File: config.mk
export PLATFORM = sky130hd
export DESIGN_NAME = stir_heat_ctrl
export DESIGN_NICKNAME = d
export VERILOG_FILES = /design/src/rtl/stir_heat_ctrl.sv
export SDC_FILE = /design/constraint.sdc
export NUM_CORES = 1
export LEC_CHECK = 0
export BUFFER_PORTS_ARGS = -buffer_cell sky130_fd_sc_hd__clkbuf_2
export CAP_MARGIN = 20
export CORE_MARGIN = 1.5
export CORE_UTILIZATION = 54
export CTS_CLUSTER_DIAMETER = 100
export DETAILED_ROUTE_END_ITERATION = 10
export PLACE_DENSITY = 0.7
export SETUP_SLACK_MARGIN = 0.3
export SLEW_MARGIN = 5
export SYNTH_ARGS = -nofsm -noshare
export SYNTH_HDL_FRONTEND = slang
export SYNTH_SLANG_ARGS = --single-unit
export TNS_END_PERCENT = 30
File: constraint.sdc
create_clock -name clk_i -period 3.9 [get_ports clk_i]
set_input_delay 0.195 -clock clk_i [delete_from_list [all_inputs] [get_ports clk_i]]
set_output_delay 0.195 -clock clk_i [all_outputs]
set_load 0.02 [all_outputs]
File: src/rtl/stir_heat_ctrl.sv
// stir_heat_ctrl: soft-start motor PWM plus hysteresis heater control.
// Optional macro OVERTEMP_LOCK_EN adds an over-temperature lockout state.
//
// Ports:
//   clk_i, rst_i        clock, async active-high reset
//   en_i                run enable (level)
//   temp_i/temp_valid_i filtered temperature and its one-cycle strobe
//   setpoint_i          heater target, 0 disables the heater
//   vel_level_i         requested speed level (clamped to LEVELS-1)
//   motor_o, heater_o   actuator drives
//   duty_o              applied motor duty
//   state_o             0 IDLE, 1 RAMP, 2 RUN, 3 FAULT
//   fault_o             over-temperature lockout active
module stir_heat_ctrl #(
    parameter int unsigned PWM_W     = 8,
    parameter int unsigned TEMP_W    = 8,
    parameter int unsigned LEVELS    = 8,
    parameter int unsigned PRESC     = 390,
    parameter int unsigned RAMP_STEP = 4,
    parameter int unsigned HYST      = 2,
    parameter int unsigned TEMP_MAX  = 120
) (
    input  logic              clk_i,
    input  logic              rst_i,
    input  logic              en_i,
    input  logic [TEMP_W-1:0] temp_i,
    input  logic              temp_valid_i,
    input  logic [TEMP_W-1:0] setpoint_i,
    input  logic [3:0]        vel_level_i,
    output logic              motor_o,
    output logic              heater_o,
    output logic [PWM_W-1:0]  duty_o,
    output logic [1:0]        state_o,
    output logic              fault_o
);

    localparam int unsigned MAXD  = (2 ** PWM_W) - 1;
    localparam int unsigned STEP  = MAXD / (LEVELS - 1);
    localparam int unsigned PRE_W = (PRESC > 1) ? $clog2(PRESC) : 1;

`ifdef OVERTEMP_LOCK_EN
    localparam bit LOCK_EN = 1'b1;
`else
    localparam bit LOCK_EN = 1'b0;
`endif

    typedef enum logic [1:0] {
        IDLE  = 2'd0,
        RAMP  = 2'd1,
        RUN   = 2'd2,
        FAULT = 2'd3
    } state_t;

    state_t            state;
    logic [PRE_W-1:0]  pre;
    logic [PWM_W-1:0]  cnt;
    logic [PWM_W-1:0]  duty;
    logic              tick;
    logic              per_start;

    logic [3:0]        lvl;
    logic [31:0]       prod;
    logic [PWM_W-1:0]  target;
    logic [PWM_W-1:0]  nd;

    logic signed [TEMP_W+1:0] lo_s;
    logic signed [TEMP_W+1:0] temp_s;
    logic [TEMP_W:0]          hi_sum;
    logic                     heat_nx;
    logic                     overtemp;

    // Prescaler and PWM counter run free in every state.
    assign tick      = (pre == PRE_W'(PRESC - 1));
    assign per_start = tick && (&cnt);

    always_ff @(posedge clk_i or posedge rst_i) begin
        if (rst_i) begin
            pre <= '0;
            cnt <= '0;
        end else if (tick) begin
            pre <= '0;
            cnt <= cnt + PWM_W'(1);
        end else begin
            pre <= pre + PRE_W'(1);
        end
    end

    // Level clamp and target duty; the top level is pinned to full scale.
    always_comb begin
        lvl = vel_level_i;
        if (32'(vel_level_i) >= LEVELS)
            lvl = 4'(LEVELS - 1);
        prod = 32'(lvl) * STEP;
        if (lvl == 4'(LEVELS - 1))
            target = PWM_W'(MAXD);
        else
            target = prod[PWM_W-1:0];
    end

    // One saturating ramp step toward the target.
    always_comb begin
        nd = duty;
        if (target > duty) begin
            if (32'(target - duty) <= RAMP_STEP)
                nd = target;
            else
                nd = duty + PWM_W'(RAMP_STEP);
        end else if (target < duty) begin
            if (32'(duty - target) <= RAMP_STEP)
                nd = target;
            else
                nd = duty - PWM_W'(RAMP_STEP);
        end
    end

    // Hysteresis band; the low edge is signed so small setpoints
    // cannot wrap, the high edge gets one extra bit.
    always_comb begin
        lo_s    = $signed({2'b00, setpoint_i})
                - $signed((TEMP_W + 2)'(HYST));
        temp_s  = $signed({2'b00, temp_i});
        hi_sum  = {1'b0, setpoint_i} + (TEMP_W + 1)'(HYST);
        heat_nx = heater_o;
        if (setpoint_i == '0)
            heat_nx = 1'b0;
        else if (temp_s < lo_s)
            heat_nx = 1'b1;
        else if ({1'b0, temp_i} >= hi_sum)
            heat_nx = 1'b0;
    end

    assign overtemp = LOCK_EN && temp_valid_i
                   && (32'(temp_i) >= TEMP_MAX);

    always_ff @(posedge clk_i or posedge rst_i) begin
        if (rst_i) begin
            state    <= IDLE;
            duty     <= '0;
            heater_o <= 1'b0;
        end else if (!en_i) begin
            state    <= IDLE;
            duty     <= '0;
            heater_o <= 1'b0;
        end else begin
            unique case (state)
                IDLE: begin
                    state <= RAMP;
                end
                RAMP, RUN: begin
                    if (overtemp) begin
                        state    <= FAULT;
                        heater_o <= 1'b0;
                    end else begin
                        if (temp_valid_i)
                            heater_o <= heat_nx;
                        if (state == RAMP) begin
                            if (per_start) begin
                                duty <= nd;
                                if (nd == target)
                                    state <= RUN;
                            end else if (duty == target) begin
                                state <= RUN;
                            end
                        end else if (target != duty) begin
                            state <= RAMP;
                        end
                    end
                end
                FAULT: begin
                    heater_o <= 1'b0;
                end
            endcase
        end
    end

    // Output stage; a falling enable silences the motor together
    // with the duty clear.
    always_ff @(posedge clk_i or posedge rst_i) begin
        if (rst_i)
            motor_o <= 1'b0;
        else
            motor_o <= en_i && (cnt < duty);
    end

    assign duty_o  = duty;
    assign state_o = state;

`ifdef OVERTEMP_LOCK_EN
    assign fault_o = (state == FAULT);
`else
    assign fault_o = 1'b0;
`endif

endmodule
Yosys cells after proc, flatten, opt, wreduce, memory -nomap -nowiden
Index checks and enable logic that the tools add are counted.

Add/sub/neg operators: 8. $mul: 1. Order comparisons: 8. Equality and inequality tests: 18. Multiplexer cells: 24. Reductions and logical operators: 9.

Operators with widths (count): 8-bit 2-to-1 mux (9); 32-bit by 3-bit <= comparator with 1-bit output, second input constant (2); 8-bit by 8-bit subtractor with 9-bit output (2); 8-bit == test (2); 8-bit less-than comparator (2); 5-bit != test, second input constant (3); 2-bit 2-to-1 mux (6); 8-bit by 2-bit adder with 9-bit output, second input constant (1); 9-bit by 1-bit adder with 9-bit output, second input constant (1); 9-bit == test, second input constant (1); 8-bit by 9-bit >= comparator with 1-bit output (1); 9-bit less-than comparator (1); 9-bit 2-to-1 mux (1); 8-bit by 2-bit subtractor with 9-bit output, second input constant (1); 8-bit by 1-bit adder with 8-bit output, second input constant (1); 8-bit by 3-bit adder with 8-bit output, second input constant (1); 8-bit greater-than comparator (1); 8-bit zero test (1); 8-bit != test (1); 8-bit AND reduction (1); 8-bit by 3-bit subtractor with 8-bit output, second input constant (1); 4-bit by 4-bit multiplier with 6-bit output, second input constant (1); 2-bit by 1-bit != test with 1-bit output, second input constant (3); 3-bit by 1-bit != test with 1-bit output, second input constant (2); other kinds (15) (22).

Bits in registers: 29. Input port bits: 24. Output and inout bits: 13. Word-level logic and storage cells: 74.

Depth between registers and ports, before layout
Word-level depth: 15. Gate-level depth with buffers: 19. Depth with buffers taken out: 17.

Worst setup path before layout
No wires, ideal clock.

Kind: input -> register. From: in vel_level_i[0]. To: reg state[1] (netlist: state_o[1]). Library setup time: 0.083 ns. Arrival: 3.796 ns. Required time: 3.817 ns. Path slack: 0.021 ns. Cell stages on the path: 15. Buffers on the path: 1. Cells stage by stage: or2_2 ha_1 nand2b_1 ha_1 buf_4 nand2_1 or4b_1 o22ai_1 a2bb2oi_1 a31oi_2 a221o_1 a211o_1 a31oi_2 mux2_1 o22ai_1.

Cells in the longest elaborated chain, start to end: 12. Elaborated cells on any way between the ends: 22. Those cells by class: 2 x add/sub; 1 x mul; 5 x order compare; 7 x eq/ne; 6 x mux; 1 x reduce/logical.

Ends and longest elaborated chain: start, declared (RTL line 29) `input logic [3:0] vel_level_i,`; 4-bit >= comparator (RTL line 91) `if (32'(vel_level_i) >= LEVELS)`; 4-bit 2-to-1 mux (*) (RTL line 91); 4-bit by 4-bit multiplier with 6-bit output / 4-bit by 3-bit == test with 1-bit output (equally long branches) (RTL line 93, 94); 8-bit 2-to-1 mux (*) (RTL line 94) `if (lvl == 4'(LEVELS - 1))`; 8-bit by 8-bit subtractor with 9-bit output (RTL line 109) `if (32'(duty - target) <= RAMP_STEP)`; 32-bit by 3-bit <= comparator with 1-bit output (RTL line 109); 8-bit 2-to-1 mux (RTL line 109); 8-bit 2-to-1 mux (RTL line 108) `end else if (target < duty) begin`; 8-bit 2-to-1 mux (RTL line 103) `if (target > duty) begin`; 8-bit == test (RTL line 159) `if (nd == target)`; 5-bit != test (no source line); 4-bit AND reduction (no source line) (*); end signal, assigned (RTL line 160) `state <= RUN;`; end signal, assigned (RTL line 162) `state <= RUN;`; end signal, assigned (RTL line 165) `state <= RAMP;`; end, declared (RTL line 54) `state_t state;`.

Every way passes the cells marked *; elsewhere a longest branch is shown, timed or not. A chain may end at the register's enable or synchronous reset.

Worst setup path in the final report
From: in vel_level_i[3]. To: reg state[1] (netlist: state_o[1]).

The elaborated chain is that of the path after synthesis.

==> impl_metrics.csv <==
group,metric,value,unit
layout,layout_commonest_cell,"ha_1",
worst_setup_path,r2r_slack,0.37,ns
clocking,cts_buffers,5,
timing,fmax,282.5,MHz
hold_path,hold_path_class,"primary input to flop",
worst_setup_path,worstSetupPathType,"primary input to flop",
layout,syn_to_final_growth,21.96,%
timing,drv_slew,0,
die,initial_utilization,0.5587,
job,maxCapViolations,0,
clocking,cts_tree,"yes",
synthesis,yosysWarnings,0,
place,place.gp.congestion,0.9395,
global_routing,track_usage,0.2636,
pwr,p_seq_frac,0.351,
die,ios,37,
route,dr.first_iter.drc_count,227,
synthesis,ys_ff_latch,29,
timing,finalCritPeriodShare,0.9076,
die,die_h,83.82,um
global_routing,grt_pass1_wl,15.40,mm
timing,worst_hold_slack,0.2730,ns
die,coreArea,6314,um2
timing,tns,0,ns
pwr,p_clk_frac,0.250,
place,io_buffers,35,
clocking,root_buffer,"clkbuf_8",
worst_setup_path,worst-path-max-fanout,6,
synthesis,synthMuxAreaShare,0.01242,
route,wl_per_cell,16.17,um
timing,rsz0062_at_grt,"no",
die,row_count,29,
pwr,intPower,0.5947,mW
pwr,combPwrFrac,0.399,
die,die_w,83.82,um
synthesis,synth-simple-area-share,0.2253,
timing,tightest_slew,0.5454,ns
layout,final_cell_mix,"ha_1 (40), clkbuf_2 (34), buf_4 (34)",
worst_setup_path,crit_arrival,3.74,ns
synthesis,synth_top_family_by_area,"compound AO/OA/AOI/OAI gates",
worst_setup_path,startpoint_type,"primary input",
synthesis,synth-seq-area-share,0.2057,
layout,final_nets,570,
pwr,p_leak,2.028,nW
route,wirelength,9.349,mm
synthesis,synthAdderAreaFrac,0.1632,
timing,setup_viol,0,
pwr,peakVddDrop,0.0002457,V
route,drc,0,
route,first_pass_iters,5,
synthesis,postSynthAreaPerCell,8.034,um2
route,vias_per_cell,6.119,
global_routing,grt_pass1_vias,3250,
clocking,clock_sinks,29,
place,hpwl,7.083,mm
worst_setup_path,crit_end,"state_o[1]$_DFFE_PP0P_",
layout,n_antenna_cell,0,
timing,skew,0.001493,ns
global_routing,antenna_found_initial,0,
pwr,power.net_switching,0.3362,mW
worst_setup_path,rr_worst_depth,12,
synthesis,synth-edff-count,0,
worst_setup_path,worst_r2r_endpoint,"state_o[1]$_DFFE_PP0P_",
clocking,clk_transition_reported_paths,0.06,ns
clocking,cts_max_path_buffers,2,
worst_setup_path,endpoint_kind,"flop",
clocking,cts.htree.levels,2,
synthesis,syn_area,3527,um2
worst_setup_path,crit_start,"vel_level_i[3]",
synthesis,netlist_instances,439,
worst_setup_path,reg2reg_from,"duty_o[7]$_DFFE_PP0P_",
clocking,clk_latency,0.28,ns
worst_setup_path,crit_required,4.10,ns
run_status,status,"completed",
layout,fin_cells,578,
pwr,power.density,216.4,nW/um2
pwr,switching_share,0.3612,
timing,slew_headroom,0.6356,
timing,hold_viol_final,0,
route,ant_nets,0,
layout,layout-drive-gt1-share,0.2475,
synthesis,synth-xor-area-share,0.08691,
die,dieArea,7026,um2
global_routing,grt_max_degree,30,
synthesis,async_flop_share,1.000,
synthesis,synth_ff_type,"dfrtp_1",
synthesis,ys_types,68,
timing,fin_crit,3.540,ns
route,vias,3537,
synthesis,synth_compound_area_frac,0.2444,
place,place_inst,558,
global_routing,overflow,0,
layout make-up:
cell class	instances	area (um2)
multi-input cells	359	2786
well taps	77	96.34
repair buffers	72	479.2
clock buffers	6	72.57
flip-flops and latches	29	726.9
inverters	33	130.1
fillers	527	2012
clock inverters	2	10.01
power by group through the flow:
stage	registers [mW]	clock network (mW)	logic (mW)
2_1_floorplan	0.343	0	0.228
3_3_place_gp	0.331	0	0.320
3_5_place_dp	0.332	0	0.330
4_1_cts	0.326	0.239	0.336
5_1_grt	0.329	0.255	0.415
6_report	0.326	0.233	0.372
synth_stat cells, types with 4 or more instances:
cell type / count / area [um2]
ha_1: 46 / 575.6
inv_1: 31 / 116.4
dfrtp_1: 29 / 725.7
nand2_1: 29 / 108.9
nor2_1: 28 / 105.1
a21oi_1: 26 / 130.1
xnor2_1: 25 / 219.0
o21ai_0: 22 / 110.1
nand3_1: 21 / 105.1
clkbuf_1: 11 / 41.29
a21o_1: 10 / 75.07
and3_1: 10 / 62.56
nand4_1: 10 / 62.56
o21a_1: 10 / 75.07
xor2_1: 10 / 87.58
nand2b_1: 9 / 56.30
a31oi_1: 8 / 50.05
nor3_1: 8 / 40.04
a211o_1: 5 / 43.79
nor2b_1: 5 / 31.28
or2_2: 5 / 31.28
buf_2: 4 / 20.02
buf_4: 4 / 30.03
nor4_1: 4 / 25.02
o211ai_1: 4 / 30.03
o22ai_1: 4 / 25.02
metrics by stage:
| step | worst slack (ns) | utilization | area [um2] | total power, mW |
|---|---|---|---|---|
| floorplan | 0.3005 | - | 3575 | 0.5712 |
| global placement | 0.07375 | 0.6233 | 3935 | 0.6517 |
| detailed placement | 0.006717 | 0.6233 | 3935 | 0.6613 |
| CTS | 0.3458 | 0.6413 | 4049 | 0.9008 |
| global route | 0.2629 | 0.6813 | 4302 | 0.9994 |
| finish | 0.3602 | 0.6813 | 4302 | 0.9309 |
worst max-delay path, stage by stage:
cell	delay, ns
buf_2	0.13
or2_4	0.27
buf_4	0.15
inv_1	0.12
ha_1	0.31
o21a_1	0.21
or4b_4	0.48
o22ai_4	0.14
a2bb2oi_4	0.22
a31oi_4	0.16
a221o_1	0.38
a211o_1	0.34
a31oi_4	0.22
mux2_4	0.32
o22ai_2	0.09
how the worst min path moves through the flow:
stage,start,to,slack (ns),cells after the start
3_5_place_dp,cnt[7]$_DFFE_PP0N_,cnt[7]$_DFFE_PP0N_,0.49,1
2_1_floorplan,rst_i,cnt[0]$_DFFE_PP0N_,0.27,1
6_report,en_i,heater_o$_DFFE_PP0P_,0.27,2
4_1_cts,rst_i,pre[5]$_DFF_PP0_,0.20,2
3_3_place_gp,cnt[4]$_DFFE_PP0N_,cnt[4]$_DFFE_PP0N_,0.48,1
5_1_grt,en_i,heater_o$_DFFE_PP0P_,0.28,2
cells by family (layout without fill, tap and decap cells):
group                      Yosys count  in the layout
xor gates and xnor gates            35             35
muxes                                4              4
buffers and inverters               52            113
other                                1              2
DFF                                 29             29
AOI/OAI and AO/OA                  122            122
adders and majority gates           46             46
and+or+nand+nor                    150            150
registers in the layout (all words and copies together), names as in the netlist:
name	cells
pre	9
cnt	8
duty_o	8
state_o	2
heater_o	1
motor_o	1
routing by layer:
layer	wire length, um	vias up	track usage
li1	-	1717	-
met1	4173	1667	0.3606
met2	4565	131	0.4472
met3	420	22	0.01978
met4	189	0	0.07601
met5	0	-	0
timing repair:
item | in CTS | in global routing
hold buffers | 0 | 1
hold endpoints to repair | 0 | 6
setup endpoints to repair | 2 | 2
buffers inserted | 0 | 10
pin swaps | 2 | 15
resized for setup | 5 | 31
(Power assumes the default switching activity.)
